--- src/rtl/dense_layer_if.sv ---
// Port bundle of the fully-connected stage: sequencer control plus pixel/weight memory ports.
// master = sequencer and memories, slave = dense_layer.
interface dense_layer_if #(
    parameter int SIZE_1           = 11,
    parameter int SIZE_W           = 9,
    parameter int SIZE_address_pix = 13,
    parameter int SIZE_address_wei = 14
);
    logic                          dense_en;
    logic                          STOP;
    logic [SIZE_address_pix-1:0]   memstartp;
    logic [SIZE_address_pix-1:0]   memstartzap;
    logic [SIZE_address_wei-1:0]   memstartw;
    logic [9:0]                    in_len;
    logic [6:0]                    out_len;
    logic [SIZE_address_pix-1:0]   read_addressp;
    logic                          re;
    logic signed [SIZE_1-1:0]      qp;
    logic [SIZE_address_wei-1:0]   read_addressw;
    logic                          re_w;
    logic signed [SIZE_W-1:0]      qw;
    logic [SIZE_address_pix-1:0]   write_addressp;
    logic                          we;
    logic signed [SIZE_1-1:0]      dp;

    modport master (
        output dense_en, memstartp, memstartzap, memstartw, in_len, out_len, qp, qw,
        input  STOP, read_addressp, re, read_addressw, re_w, write_addressp, we, dp
    );

    modport slave (
        input  dense_en, memstartp, memstartzap, memstartw, in_len, out_len, qp, qw,
        output STOP, read_addressp, re, read_addressw, re_w, write_addressp, we, dp
    );
endinterface

--- src/rtl/dense_layer.sv ---
// Fully-connected layer: one signed MAC dot product per output neuron, scaled and saturated.
// Optional macro DENSE_RELU_EN clamps negative results to zero before they are written.
module dense_layer #(
    parameter int SIZE_1           = 11,
    parameter int SIZE_W           = 9,
    parameter int SIZE_address_pix = 13,
    parameter int SIZE_address_wei = 14,
    parameter int ACC_W            = 32,
    parameter int FRAC             = 8
) (
    input logic          clk,
    input logic          rst,
    dense_layer_if.slave bus
);

    localparam int PROD_W = SIZE_1 + SIZE_W;
    localparam logic signed [ACC_W-1:0] SAT_MAX = ACC_W'((1 << (SIZE_1 - 1)) - 1);
    localparam logic signed [ACC_W-1:0] SAT_MIN = ~SAT_MAX;

    typedef enum logic [2:0] {IDLE, ISSUE, DRAIN, WRITE, DONE} state_t;

    state_t                      state, state_nxt;
    logic [9:0]                  k;
    logic [6:0]                  o;
    logic [6:0]                  o_inc;
    logic [9:0]                  last_k;
    logic                        drain_cnt;
    logic [SIZE_address_wei-1:0] woff;

    logic                        vld_p1, vld_p2;
    logic signed [PROD_W-1:0]    qp_ext, qw_ext, prod_p2;
    logic signed [ACC_W-1:0]     prod_ext, acc, acc_sum;

    function automatic logic signed [SIZE_1-1:0] scale_sat(input logic signed [ACC_W-1:0] a);
        logic signed [ACC_W-1:0] r;
        r = a >>> FRAC;
        if (r > SAT_MAX)
            return SAT_MAX[SIZE_1-1:0];
        else if (r < SAT_MIN)
            return SAT_MIN[SIZE_1-1:0];
        else
            return r[SIZE_1-1:0];
    endfunction

    function automatic logic signed [SIZE_1-1:0] relu(input logic signed [SIZE_1-1:0] v);
`ifdef DENSE_RELU_EN
        return v[SIZE_1-1] ? '0 : v;
`else
        return v;
`endif
    endfunction

    assign o_inc  = o + 7'd1;
    assign last_k = bus.in_len - 10'd1;

    always_comb begin
        state_nxt = state;
        if (!bus.dense_en) begin
            state_nxt = IDLE;
        end else begin
            case (state)
                IDLE:    if (!bus.STOP) state_nxt = ISSUE;
                ISSUE:   if (k == last_k) state_nxt = DRAIN;
                DRAIN:   if (drain_cnt) state_nxt = WRITE;
                WRITE:   state_nxt = (o_inc == bus.out_len) ? DONE : ISSUE;
                DONE:    state_nxt = DONE;
                default: state_nxt = IDLE;
            endcase
        end
    end

    // Control: state and loop counters. woff is the running weight row offset o*N.
    always_ff @(posedge clk or posedge rst) begin
        if (rst) begin
            state     <= IDLE;
            k         <= '0;
            o         <= '0;
            drain_cnt <= 1'b0;
            woff      <= '0;
        end else begin
            state <= state_nxt;
            if (!bus.dense_en || state == IDLE) begin
                k         <= '0;
                o         <= '0;
                drain_cnt <= 1'b0;
                woff      <= '0;
            end else begin
                case (state)
                    ISSUE: k <= k + 10'd1;
                    DRAIN: drain_cnt <= ~drain_cnt;
                    WRITE: begin
                        k    <= '0;
                        o    <= o_inc;
                        woff <= woff + SIZE_address_wei'(bus.in_len);
                    end
                    default: ;
                endcase
            end
        end
    end

    // Stage 0: registered read/write ports, one cycle behind the state that produced them.
    always_ff @(posedge clk or posedge rst) begin
        if (rst) begin
            bus.re             <= 1'b0;
            bus.re_w           <= 1'b0;
            bus.we             <= 1'b0;
            bus.STOP           <= 1'b0;
            bus.read_addressp  <= '0;
            bus.read_addressw  <= '0;
            bus.write_addressp <= '0;
            bus.dp             <= '0;
        end else if (!bus.dense_en) begin
            bus.re             <= 1'b0;
            bus.re_w           <= 1'b0;
            bus.we             <= 1'b0;
            bus.STOP           <= 1'b0;
            bus.read_addressp  <= '0;
            bus.read_addressw  <= '0;
            bus.write_addressp <= '0;
            bus.dp             <= '0;
        end else begin
            bus.re   <= (state == ISSUE);
            bus.re_w <= (state == ISSUE);
            bus.we   <= (state == WRITE);
            bus.STOP <= (state == DONE);
            if (state == ISSUE) begin
                bus.read_addressp <= bus.memstartp + SIZE_address_pix'(k);
                bus.read_addressw <= bus.memstartw + woff + SIZE_address_wei'(k);
            end
            // acc_sum already holds the final product, which lands in this same cycle
            if (state == WRITE) begin
                bus.write_addressp <= bus.memstartzap + SIZE_address_pix'(o);
                bus.dp             <= relu(scale_sat(acc_sum));
            end
        end
    end

    // Stage 1 -> 2: read data returns two cycles after re, tracked by the valid pipe.
    assign qp_ext   = {{SIZE_W{bus.qp[SIZE_1-1]}}, bus.qp};
    assign qw_ext   = {{SIZE_1{bus.qw[SIZE_W-1]}}, bus.qw};
    assign prod_p2  = qp_ext * qw_ext;
    assign prod_ext = {{(ACC_W - PROD_W){prod_p2[PROD_W-1]}}, prod_p2};
    assign acc_sum  = vld_p2 ? acc + prod_ext : acc;

    always_ff @(posedge clk or posedge rst) begin
        if (rst) begin
            vld_p1 <= 1'b0;
            vld_p2 <= 1'b0;
            acc    <= '0;
        end else if (!bus.dense_en) begin
            vld_p1 <= 1'b0;
            vld_p2 <= 1'b0;
            acc    <= '0;
        end else begin
            vld_p1 <= bus.re;
            vld_p2 <= vld_p1;
            acc    <= (state == WRITE || state == IDLE) ? '0 : acc_sum;
        end
    end

endmodule

--- src/flat_wrapper.sv ---
// flat-port wrapper written by rule: the top's interface ports become plain ports
module dense_layer_flat 
#(
    parameter int SIZE_1           = 11,
    parameter int SIZE_W           = 9,
    parameter int SIZE_address_pix = 13,
    parameter int SIZE_address_wei = 14,
    parameter int ACC_W            = 32,
    parameter int FRAC             = 8
)
  (clk, rst, bus_dense_en, bus_memstartp, bus_memstartzap, bus_memstartw, bus_in_len, bus_out_len, bus_qp, bus_qw, bus_STOP, bus_read_addressp, bus_re, bus_read_addressw, bus_re_w, bus_write_addressp, bus_we, bus_dp);
  dense_layer_if #(.SIZE_1(SIZE_1), .SIZE_W(SIZE_W), .SIZE_address_pix(SIZE_address_pix), .SIZE_address_wei(SIZE_address_wei)) bus_i ();
  input logic clk;
  input logic rst;
  input wire logic [$bits(bus_i.dense_en)-1:0] bus_dense_en;
  input wire logic [$bits(bus_i.memstartp)-1:0] bus_memstartp;
  input wire logic [$bits(bus_i.memstartzap)-1:0] bus_memstartzap;
  input wire logic [$bits(bus_i.memstartw)-1:0] bus_memstartw;
  input wire logic [$bits(bus_i.in_len)-1:0] bus_in_len;
  input wire logic [$bits(bus_i.out_len)-1:0] bus_out_len;
  input wire logic [$bits(bus_i.qp)-1:0] bus_qp;
  input wire logic [$bits(bus_i.qw)-1:0] bus_qw;
  output wire logic [$bits(bus_i.STOP)-1:0] bus_STOP;
  output wire logic [$bits(bus_i.read_addressp)-1:0] bus_read_addressp;
  output wire logic [$bits(bus_i.re)-1:0] bus_re;
  output wire logic [$bits(bus_i.read_addressw)-1:0] bus_read_addressw;
  output wire logic [$bits(bus_i.re_w)-1:0] bus_re_w;
  output wire logic [$bits(bus_i.write_addressp)-1:0] bus_write_addressp;
  output wire logic [$bits(bus_i.we)-1:0] bus_we;
  output wire logic [$bits(bus_i.dp)-1:0] bus_dp;
  assign bus_i.dense_en = bus_dense_en;
  assign bus_i.memstartp = bus_memstartp;
  assign bus_i.memstartzap = bus_memstartzap;
  assign bus_i.memstartw = bus_memstartw;
  assign bus_i.in_len = bus_in_len;
  assign bus_i.out_len = bus_out_len;
  assign bus_i.qp = bus_qp;
  assign bus_i.qw = bus_qw;
  assign bus_STOP = bus_i.STOP;
  assign bus_read_addressp = bus_i.read_addressp;
  assign bus_re = bus_i.re;
  assign bus_read_addressw = bus_i.read_addressw;
  assign bus_re_w = bus_i.re_w;
  assign bus_write_addressp = bus_i.write_addressp;
  assign bus_we = bus_i.we;
  assign bus_dp = bus_i.dp;
  dense_layer #(.SIZE_1(SIZE_1), .SIZE_W(SIZE_W), .SIZE_address_pix(SIZE_address_pix), .SIZE_address_wei(SIZE_address_wei), .ACC_W(ACC_W), .FRAC(FRAC)) u_core (.clk(clk), .rst(rst), .bus(bus_i));
endmodule
--- config.mk ---
export PLATFORM = sky130hd
export DESIGN_NAME = dense_layer_flat
export DESIGN_NICKNAME = d
export VERILOG_FILES = /design/src/rtl/dense_layer_if.sv /design/src/rtl/dense_layer.sv /design/src/flat_wrapper.sv
export SDC_FILE = /design/constraint.sdc
export NUM_CORES = 1
export LEC_CHECK = 0
export BUFFER_PORTS_ARGS = -buffer_cell sky130_fd_sc_hd__buf_2
export CAP_MARGIN = 10
export CELL_PAD_IN_SITES_DETAIL_PLACEMENT = 1
export CELL_PAD_IN_SITES_GLOBAL_PLACEMENT = 2
export CORE_AREA = 4 4 187 189
export CTS_CLUSTER_SIZE = 10
export DETAILED_ROUTE_END_ITERATION = 10
export DIE_AREA = 0 0 191 193
export GPL_TIMING_DRIVEN = 0
export PLACE_DENSITY_LB_ADDON = 0.05
export SLEW_MARGIN = 20
export SYNTH_ARGS = -nofsm -noshare
export SYNTH_HDL_FRONTEND = slang
export SYNTH_SLANG_ARGS = --single-unit
--- constraint.sdc ---
create_clock -name clk -period 7.35 [get_ports clk]
set_clock_uncertainty 0.15 [all_clocks]
set_input_delay 0.735 -clock clk [delete_from_list [all_inputs] [get_ports clk]]
set_output_delay 0.735 -clock clk [all_outputs]
set_load 0.02 [all_outputs]
==> results of run 1 <==
[cell type report]
type | count | area [um^2] | share of cell area [%]
timing repair buffer | 138 | 767 | 4.87
tap | 448 | 561 | 3.56
clock buffer | 25 | 515 | 3.27
sequential | 123 | 3080 | 19.6
inverter | 238 | 907 | 5.76
multi-input combinational | 1111 | 9580 | 60.9
clock inverter | 2 | 35.0 | 0.223
buffer | 57 | 297 | 1.88
[sequential cells by signal, indices dropped and copies added, names as in the netlist]
signal and count:
u_core.vld_p1 1, u_core.bus.we 1, u_core.bus.read_addressw 14, u_core.acc 32, u_core.bus.write_addressp 13, u_core.vld_p2 1
u_core.bus.read_addressp 13, u_core.k 10, u_core.woff 14, u_core.bus.STOP 1, u_core.o 7, u_core.bus.re_w 1
u_core.bus.dp 11, u_core.state 3, u_core.drain_cnt 1
[cell usage after synthesis (all sizes together), types with 3 or more instances]
| library cell | instances | area, um^2 |
|---|---|---|
| or2 | 3 | 18.8 |
| a21oi | 97 | 489 |
| fa | 140 | 2800 |
| o31ai | 3 | 22.5 |
| o211ai | 9 | 67.6 |
| nor3b | 3 | 22.5 |
| a22o | 9 | 78.8 |
| xor2 | 36 | 315 |
| inv | 237 | 890 |
| a32oi | 9 | 78.8 |
| nor2b | 9 | 58.8 |
| nand3 | 18 | 90.1 |
| and2 | 46 | 289 |
| nor3 | 20 | 105 |
| buf | 15 | 95.1 |
| mux2i | 17 | 170 |
| o221ai | 4 | 35.0 |
| clkbuf | 46 | 174 |
| nand2 | 163 | 614 |
| nor2 | 109 | 409 |
| nand4 | 12 | 75.1 |
| o31a | 3 | 26.3 |
| o21ai | 71 | 355 |
| or3 | 11 | 68.8 |
| o2111a | 3 | 33.8 |
| ha | 122 | 1530 |
| o21bai | 21 | 158 |
| and3 | 10 | 63.8 |
| a21o | 16 | 120 |
| dfrtp | 123 | 3080 |
| nor4b | 3 | 26.3 |
| o21a | 13 | 97.6 |
| xnor2 | 58 | 508 |
| a31oi | 13 | 81.3 |
| nand2b | 14 | 87.6 |
| a211oi | 10 | 80.1 |
| nor4 | 4 | 25.0 |
[how the worst min path moves through the flow]
stage / start / end / slack (ns) / cells after the start
finish: rst / u_core.acc[2] / 0.13 / 2
detailed placement: u_core.vld_p1 / u_core.vld_p2 / 0.29 / 1
global placement: u_core.vld_p1 / u_core.vld_p2 / 0.29 / 1
floorplan: u_core.vld_p1 / u_core.vld_p2 / 0.28 / 1
global route: rst / u_core.acc[2] / 0.14 / 2
CTS: rst / u_core.acc[2] / 0.13 / 2
[timing repair]
item / 4_1_cts / 5_1_grt
endpoints found under the hold margin: 0 / 0
setup endpoints to repair: 10 / 10
pin swaps: 4 / 23
resized for setup: 13 / 88
buffers inserted: 6 / 6
hold buffers: 0 / 0
[layer usage]
metal | track usage, % | share of wire (%)
met1 | 29.7 | 45
met2 | 39.6 | 50
met3 | 3.75 | 3.5
met5 | 0 | 0
met4 | 5.58 | 1.8
[kinds of logic (layout without fill, tap and decap cells)]
| logic type | after synthesis | after routing |
|---|---|---|
| adders and majority gates | 262 | 262 |
| buffers and inverters | 300 | 460 |
| DFF | 123 | 123 |
| and+or+nand+nor | 431 | 431 |
| AOI/OAI and AO/OA | 305 | 305 |
| xor gates and xnor gates | 94 | 94 |
| muxes | 19 | 19 |
[where the power goes]
| group | leakage, nW | switching, mW | total [mW] | internal, mW |
|---|---|---|---|---|
| registers | 1.70 | 0.0681 | 0.833 | 0.765 |
| logic | 5.83 | 3.04 | 4.95 | 1.90 |
| clock network | 0.273 | 0.297 | 0.805 | 0.509 |
[metrics by stage]
stage | utilization (%) | std cells | setup WS, ns | hold WS (ns) | total power [mW]
2_1_floorplan | - | 1534 | 0.0107 | 0.284 | 4.10
3_3_place_gp | 44.3 | 2106 | -1.14 | 0.292 | 5.20
3_5_place_dp | 44.5 | 2108 | -1.23 | 0.292 | 5.26
4_1_cts | 46.4 | 2138 | 0.00373 | 0.128 | 6.23
5_1_grt | 47.3 | 2142 | -0.128 | 0.144 | 7.29
6_report | 47.3 | 2142 | 0.152 | 0.132 | 6.58
==> flow_summary.json, run 1 <==
{
  "cap_violations": 0,
  "fillers": 3998,
  "setup_viol": 0,
  "die_area_um2": 36900,
  "rows": 67,
  "critPathLaunch": "bus_qw[3]",
  "cp.depth": 25,
  "drtPass1Iterations": 4,
  "postPlaceCellArea_um2": 14800,
  "cts_tree": "yes",
  "post_drt_wl_per_cell_um": 18.7,
  "slowest_stage": "fa_2",
  "place.gp.congestion": 0.832,
  "ys_types": 76,
  "reg2reg_slack_ns": 1.81,
  "worstReg2RegStart": "u_core.acc[8]",
  "layout_commonest_cell": "inv_1",
  "leakagePower_nw": 7.79,
  "path_class": "in2reg",
  "fin_crit_sh_pct": 97.9,
  "grt_usage_pct": 22.7,
  "num_antenna_cells": 0,
  "powerDensity_nw_per_um2": 418,
  "setup_total_negative_slack_ns": 0,
  "place_hpwl_mm": 33.0,
  "crit_top_cell": "fa_1",
  "worstSetupStartpointType": "primary input",
  "grt_pass1_vias": 12400,
  "slew_violations": 0,
  "crit_fanout": 10,
  "numClockSinks": 123,
  "die_w_um": 191,
  "status": "finished clean",
  "clockBufferDepth": 2,
  "grt_max_degree": 86,
  "grt_pass1_wl_mm": 66.4,
  "worst_setup_path_endpoint": "u_core.bus.dp[7]",
  "async_flop_share_pct": 100,
  "numCtsBuffers": 17,
  "rr_worst_depth": 19,
  "antenna_found_initial": 0,
  "io_pins": 135,
  "hold_violations": 0,
  "die_h_um": 193,
  "port_buffers": 124,
  "slew_headroom_pct": 39.7,
  "final_cell_mix": "232 x inv_1, 158 x nand2_1, 135 x fa_1, 128 x buf_2, 123 x dfrtp_1",
  "slowest_delay_ns": 0.63,
  "path_buf_inv": 8,
  "drt-vias-per-instance": 5.22,
  "core_um2": 33300,
  "period_needed_ns": 7.20,
  "crit_arrival_ns": 7.38,
  "ys_seq_area_share_pct": 22.7,
  "synth_compound_area_share_pct": 14.5,
  "clk_latency_ns": 0.43,
  "synthesis.area_um2": 13600,
  "drt-total-wl_mm": 40.1,
  "ir_drop_mv": 0.227,
  "syn_to_final_growth_pct": 16.1,
  "hold_class": "in2async",
  "syn_inst": 1534,
  "r2r_end": "u_core.bus.dp[7]",
  "synth_adder_area_share_pct": 31.9,
  "synth-edff-count": 0,
  "critPathRequiredTime_ns": 7.53,
  "cts_max_level": 4,
  "max_freq_ghz": 0.139,
  "drt_iter0_markers": 355,
  "post-route-cell-area_um2": 15700,
  "drive_above_1_share_pct": 15.2,
  "via_count": 11200,
  "synth_ff_type": "dfrtp_1",
  "initial_utilization_pct": 40.7,
  "grt_overflow_total": 0,
  "syn_area_per_cell_um2": 8.84,
  "synthSimpleGateAreaFrac_pct": 14.8,
  "cts_root_buffer": "clkbuf_16",
  "drc_errors": 0,
  "synth_top_family_by_area": "adder cells",
  "fin_nets": 2028,
  "synthXorXnorAreaFrac_pct": 6.07,
  "tightest_slew_ns": 0.901,
  "crit_family": "adder cells",
  "clk_pin_slew_worst_paths_ns": 0.05,
  "synthMuxAreaShare_pct": 1.42,
  "cp-end-kind": "register",
  "ys_seq_elements": 123,
  "yosysWarnings": 0,
  "syn-num-nets": 1876,
  "drtAntennaViolNets": 0
}
No activity file was read; power rests on OpenSTA's default activity.
==> run 2: changes to the inputs <==
Settings changed: MAX_ROUTING_LAYER set to met4.
==> flow_summary.json, run 2 (synthesis results as in run 1) <==
{
  "dp_worst_setup_slack_ns": -1.23,
  "grt_usage_pct": 23.4,
  "setup_slack_ns": 0.152,
  "leakagePower_nw": 7.79,
  "grt_pass1_vias": 12400,
  "initial_utilization_pct": 40.7,
  "via_count": 11200,
  "post-route-cell-area_um2": 15700,
  "slowest_stage": "fa_2",
  "setup_viol": 0,
  "path_class": "in2reg",
  "postPlaceCellArea_um2": 14800,
  "place.gp.congestion": 0.845,
  "final_cell_mix": "232 x inv_1, 158 x nand2_1, 135 x fa_1, 128 x buf_2, 123 x dfrtp_1",
  "rows": 67,
  "layout_commonest_cell": "inv_1",
  "top_register": "u_core.acc",
  "slew_violations": 0,
  "antenna_found_initial": 0,
  "max_freq_ghz": 0.139,
  "slowest_delay_ns": 0.63,
  "clk_pin_slew_worst_paths_ns": 0.05,
  "rr_worst_depth": 19,
  "grt_overflow_total": 0,
  "slew_headroom_pct": 43.2,
  "worst_setup_path_endpoint": "u_core.bus.dp[7]",
  "crit_fanout": 10,
  "drt-vias-per-instance": 5.22,
  "design_power_total_mw": 6.58,
  "crit_arrival_ns": 7.38,
  "fin_cells": 2142,
  "grt_pass1_wl_mm": 66.4,
  "numCtsBuffers": 17,
  "period_needed_ns": 7.20,
  "port_buffers": 124,
  "die_area_um2": 36900,
  "die_h_um": 193,
  "powerDensity_nw_per_um2": 418,
  "tightest_slew_ns": 0.849,
  "critPathRequiredTime_ns": 7.53,
  "drtPass1Iterations": 5,
  "post_drt_wl_per_cell_um": 18.8,
  "clk_latency_ns": 0.42,
  "hold_class": "in2async",
  "num_antenna_cells": 0,
  "drtAntennaViolNets": 0,
  "cp-end-kind": "register",
  "hold_violations": 0,
  "clockBufferDepth": 2,
  "place_inst": 2108,
  "crit_top_cell": "fa_1",
  "drt_iter0_markers": 338,
  "reg_top3": "u_core.acc: 32 flops, u_core.bus.read_addressw: 14 flops, u_core.woff: 14 flops",
  "reg2reg_slack_ns": 1.82,
  "drc_errors": 0,
  "place_hpwl_mm": 33.0,
  "fin_crit_sh_pct": 97.9,
  "die_w_um": 191,
  "status": "finished clean",
  "worstSetupStartpointType": "primary input",
  "critPathLaunch": "bus_qw[3]",
  "cts_max_level": 4,
  "numClockSinks": 123,
  "core_um2": 33300,
  "cts_root_buffer": "clkbuf_16",
  "ir_drop_mv": 0.228,
  "syn_to_final_growth_pct": 16.1,
  "drt-total-wl_mm": 40.2,
  "drive_above_1_share_pct": 15.2,
  "r2r_end": "u_core.bus.dp[7]",
  "io_pins": 135,
  "fin_nets": 2028,
  "cap_violations": 0,
  "largest_register_ff_count": 32,
  "hold_buffers": 0,
  "utilization_pct": 47.3,
  "fillers": 3998,
  "cts_tree": "yes",
  "grt_max_degree": 86,
  "worstReg2RegStart": "u_core.acc[8]"
}
==> run 2: power by group <==
group | switching (mW) | internal (mW) | leakage (nW)
clock network | 0.295 | 0.509 | 0.273
registers | 0.0678 | 0.765 | 1.70
logic | 3.04 | 1.90 | 5.83
total | 3.41 | 3.18 | 7.79
==> run 2: how the worst min path moves through the flow <==
stage                        startpoint             to  slack [ns]  depth (start not counted)
after floorplan           u_core.vld_p1  u_core.vld_p2        0.28                          1
after global placement    u_core.vld_p1  u_core.vld_p2        0.29                          1
after detailed placement  u_core.vld_p1  u_core.vld_p2        0.29                          1
after CTS                           rst  u_core.acc[2]        0.13                          2
after global routing                rst  u_core.acc[2]        0.14                          2
final                               rst  u_core.acc[2]        0.13                          2
==> run 2: through the flow <==
step / TNS [ns] / hold WS [ns]
floorplan: 0 / 0.284
global placement: -12.46 / 0.292
detailed placement: -13.95 / 0.292
CTS: 0 / 0.128
global route: -0.721 / 0.144
finish: 0 / 0.133
==> run 2: what timing repair did <==
action,in CTS,in global routing
endpoints found under the setup margin,10,10
pin swaps,4,23
resized for setup,13,88
hold endpoints to repair,0,0
setup buffers,6,6
==> run 2: cell type report <==
type                            count  area, um^2  area share, %
Buffer                             57         297           1.88
Tap cell                          448         561           3.56
Clock inverter                      2        35.0          0.223
Timing Repair Buffer              138         767           4.87
Clock buffer                       25         515           3.27
Sequential cell                   123        3080           19.6
Inverter                          238         907           5.76
Multi-Input combinational cell   1111        9580           60.9
==> run 2: critical path: cells and delay by family <==
| family | cells | cell delay (ns) |
|---|---|---|
| buffers and inverters | 8 | 0.75 |
| and+or+nand+nor | 5 | 1.05 |
| adders and majority gates | 6 | 3.05 |
| xor gates and xnor gates | 1 | 0.33 |
| AOI/OAI and AO/OA | 5 | 1.46 |
==> run 2: routing by layer <==
| layer | global-route usage, % | routed length, um | vias to the layer above |
|---|---|---|---|
| li1 | - | - | 5318 |
| met1 | 29.8 | 18000 | 5653 |
| met2 | 39.7 | 20100 | 177 |
| met3 | 3.37 | 1410 | 41 |
| met4 | 5.58 | 727 | 0 |
| met5 | - | 0 | - |
==> run 3: changes to the inputs <==
Settings changed: CORE_AREA 4 4 187 189 to 4 4 179 198, DIE_AREA 0 0 191 193 to 0 0 183 202.
Clock period 7.35 ns to 9.1 ns, I/O delays scaled along.
==> flow_summary.json, run 3 (synthesis results as in run 1) <==
{
  "hold_class": "in2async",
  "die_w_um": 183,
  "initial_utilization_pct": 40.7,
  "numClockSinks": 123,
  "clk_pin_slew_worst_paths_ns": 0.05,
  "fillers": 3973,
  "clockBufferDepth": 2,
  "r2r_end": "u_core.bus.dp[8]",
  "drtAntennaViolNets": 0,
  "setup_total_negative_slack_ns": 0,
  "fin_nets": 2020,
  "syn_to_final_growth_pct": 13.0,
  "rsz0062_at_grt": "no",
  "crit_top_cell": "fa_1",
  "drc_errors": 0,
  "tightest_slew_ns": 1.07,
  "p_sw_share_pct": 52.4,
  "status": "finished clean",
  "die_h_um": 202,
  "num_antenna_cells": 0,
  "period_needed_ns": 8.28,
  "grt_max_degree": 83,
  "internal-power_mw": 2.32,
  "drt-total-wl_mm": 39.7,
  "core_um2": 33300,
  "antenna_found_initial": 0,
  "place.gp.congestion": 0.842,
  "path_class": "in2reg",
  "hold_violations": 0,
  "drt_iter0_markers": 377,
  "utilization_pct": 46.0,
  "io_pins": 135,
  "reg2reg_slack_ns": 3.47,
  "rr_worst_depth": 19,
  "post-route-cell-area_um2": 15300,
  "die_area_um2": 37000,
  "top_register": "u_core.acc",
  "crit_fanout": 10,
  "post_drt_wl_per_cell_um": 18.7,
  "final_cell_mix": "236 x inv_1, 162 x nand2_1, 140 x fa_1, 131 x buf_2, 123 x dfrtp_1",
  "max_freq_ghz": 0.121,
  "seqPwrFrac_pct": 13.8,
  "largest_register_ff_count": 32,
  "multiInputGateArea_um2": 9320,
  "slowest_stage": "fa_1",
  "drive_above_1_share_pct": 10.9,
  "critPathRequiredTime_ns": 9.29,
  "worstSetupStartpointType": "primary input",
  "crit_arrival_ns": 8.47,
  "regArea_um2": 3080,
  "layout_commonest_cell": "inv_1",
  "powerDensity_nw_per_um2": 319,
  "reg_top3": "u_core.acc: 32 flops, u_core.bus.read_addressw: 14 flops, u_core.woff: 14 flops",
  "hold_buffers": 0,
  "p_comb_share_pct": 72.6,
  "met3_length_um": 956,
  "wl_met2_mm": 20.4,
  "grt_overflow_total": 0,
  "fin_crit_sh_pct": 91.0,
  "grt_pass1_wl_mm": 66.3,
  "grt_pass1_vias": 12400,
  "postPlaceCellArea_um2": 14800,
  "power.share.clock_pct": 13.6,
  "hold_slack_ns": 0.312,
  "place_hpwl_mm": 33.0,
  "cts_resized": 0,
  "setup_viol": 0,
  "rows": 70,
  "cts_tree": "yes",
  "port_buffers": 124,
  "drtPass1Iterations": 4,
  "highest-signal-layer": "met4",
  "clk_latency_ns": 0.43,
  "path_buf_inv": 8,
  "setup_slack_ns": 0.818,
  "numCtsBuffers": 17,
  "grt_usage_pct": 23.0,
  "worstReg2RegStart": "u_core.acc[8]",
  "cp-end-kind": "register",
  "leakagePower_nw": 7.67,
  "slew_violations": 0,
  "slowest_delay_ns": 0.78,
  "cap_violations": 0,
  "cts_root_buffer": "clkbuf_16",
  "drt-vias-per-instance": 5.23,
  "slew_headroom_pct": 28.1,
  "dp_worst_setup_slack_ns": 0.286,
  "p_sw_mw": 2.56,
  "cts_max_level": 4,
  "drt-met1-wl_mm": 17.7,
  "crit_family": "adder cells",
  "cts_setup_buffers": 0,
  "ir_drop_mv": 0.171,
  "via_count": 11100
}
## run 3: per-stage QoR
stage          cells  power, mW
3_3_place_gp    2090       4.18
4_1_cts         2122       4.94
6_report        2122       4.88
2_1_floorplan   1534       3.30
5_1_grt         2122       5.47
3_5_place_dp    2091       4.22
## run 3: layer usage
layer / track usage, % / vias up
li1: - / 5315
met1: 29.1 / 5582
met2: 39.8 / 164
met3: 2.66 / 36
met4: 4.98 / 0
met5: - / -
## run 3: worst max path at each step
stage,start,end,slack (ns),depth (start not counted)
after floorplan,bus_qw[2],u_core.bus.dp[2],1.35,23
after global placement,bus_qw[3],u_core.bus.dp[7],0.31,25
after detailed placement,bus_qw[2],u_core.bus.dp[4],0.29,24
after CTS,bus_qw[2],u_core.bus.dp[7],0.72,24
after global routing,bus_qw[0],u_core.bus.dp[1],0.15,25
final,bus_qw[2],u_core.bus.dp[8],0.82,25
## run 3: area by class of cell
| class | instances | area share, % |
|---|---|---|
| Tap cell | 432 | 3.53 |
| Inverter | 238 | 5.88 |
| Buffer | 62 | 1.81 |
| Clock buffer | 23 | 3.05 |
| Multi-Input combinational cell | 1111 | 60.8 |
| Sequential cell | 123 | 20.1 |
| Timing Repair Buffer | 125 | 4.23 |
| Clock inverter | 8 | 0.612 |
## run 3: power by group through the flow
stage / combinational (mW) / sequential, mW / clock [mW]
finish: 3.54 / 0.675 / 0.663
detailed placement: 3.54 / 0.683 / 0
global placement: 3.49 / 0.682 / 0
global route: 4.08 / 0.685 / 0.704
CTS: 3.59 / 0.676 / 0.679
floorplan: 2.57 / 0.727 / 0
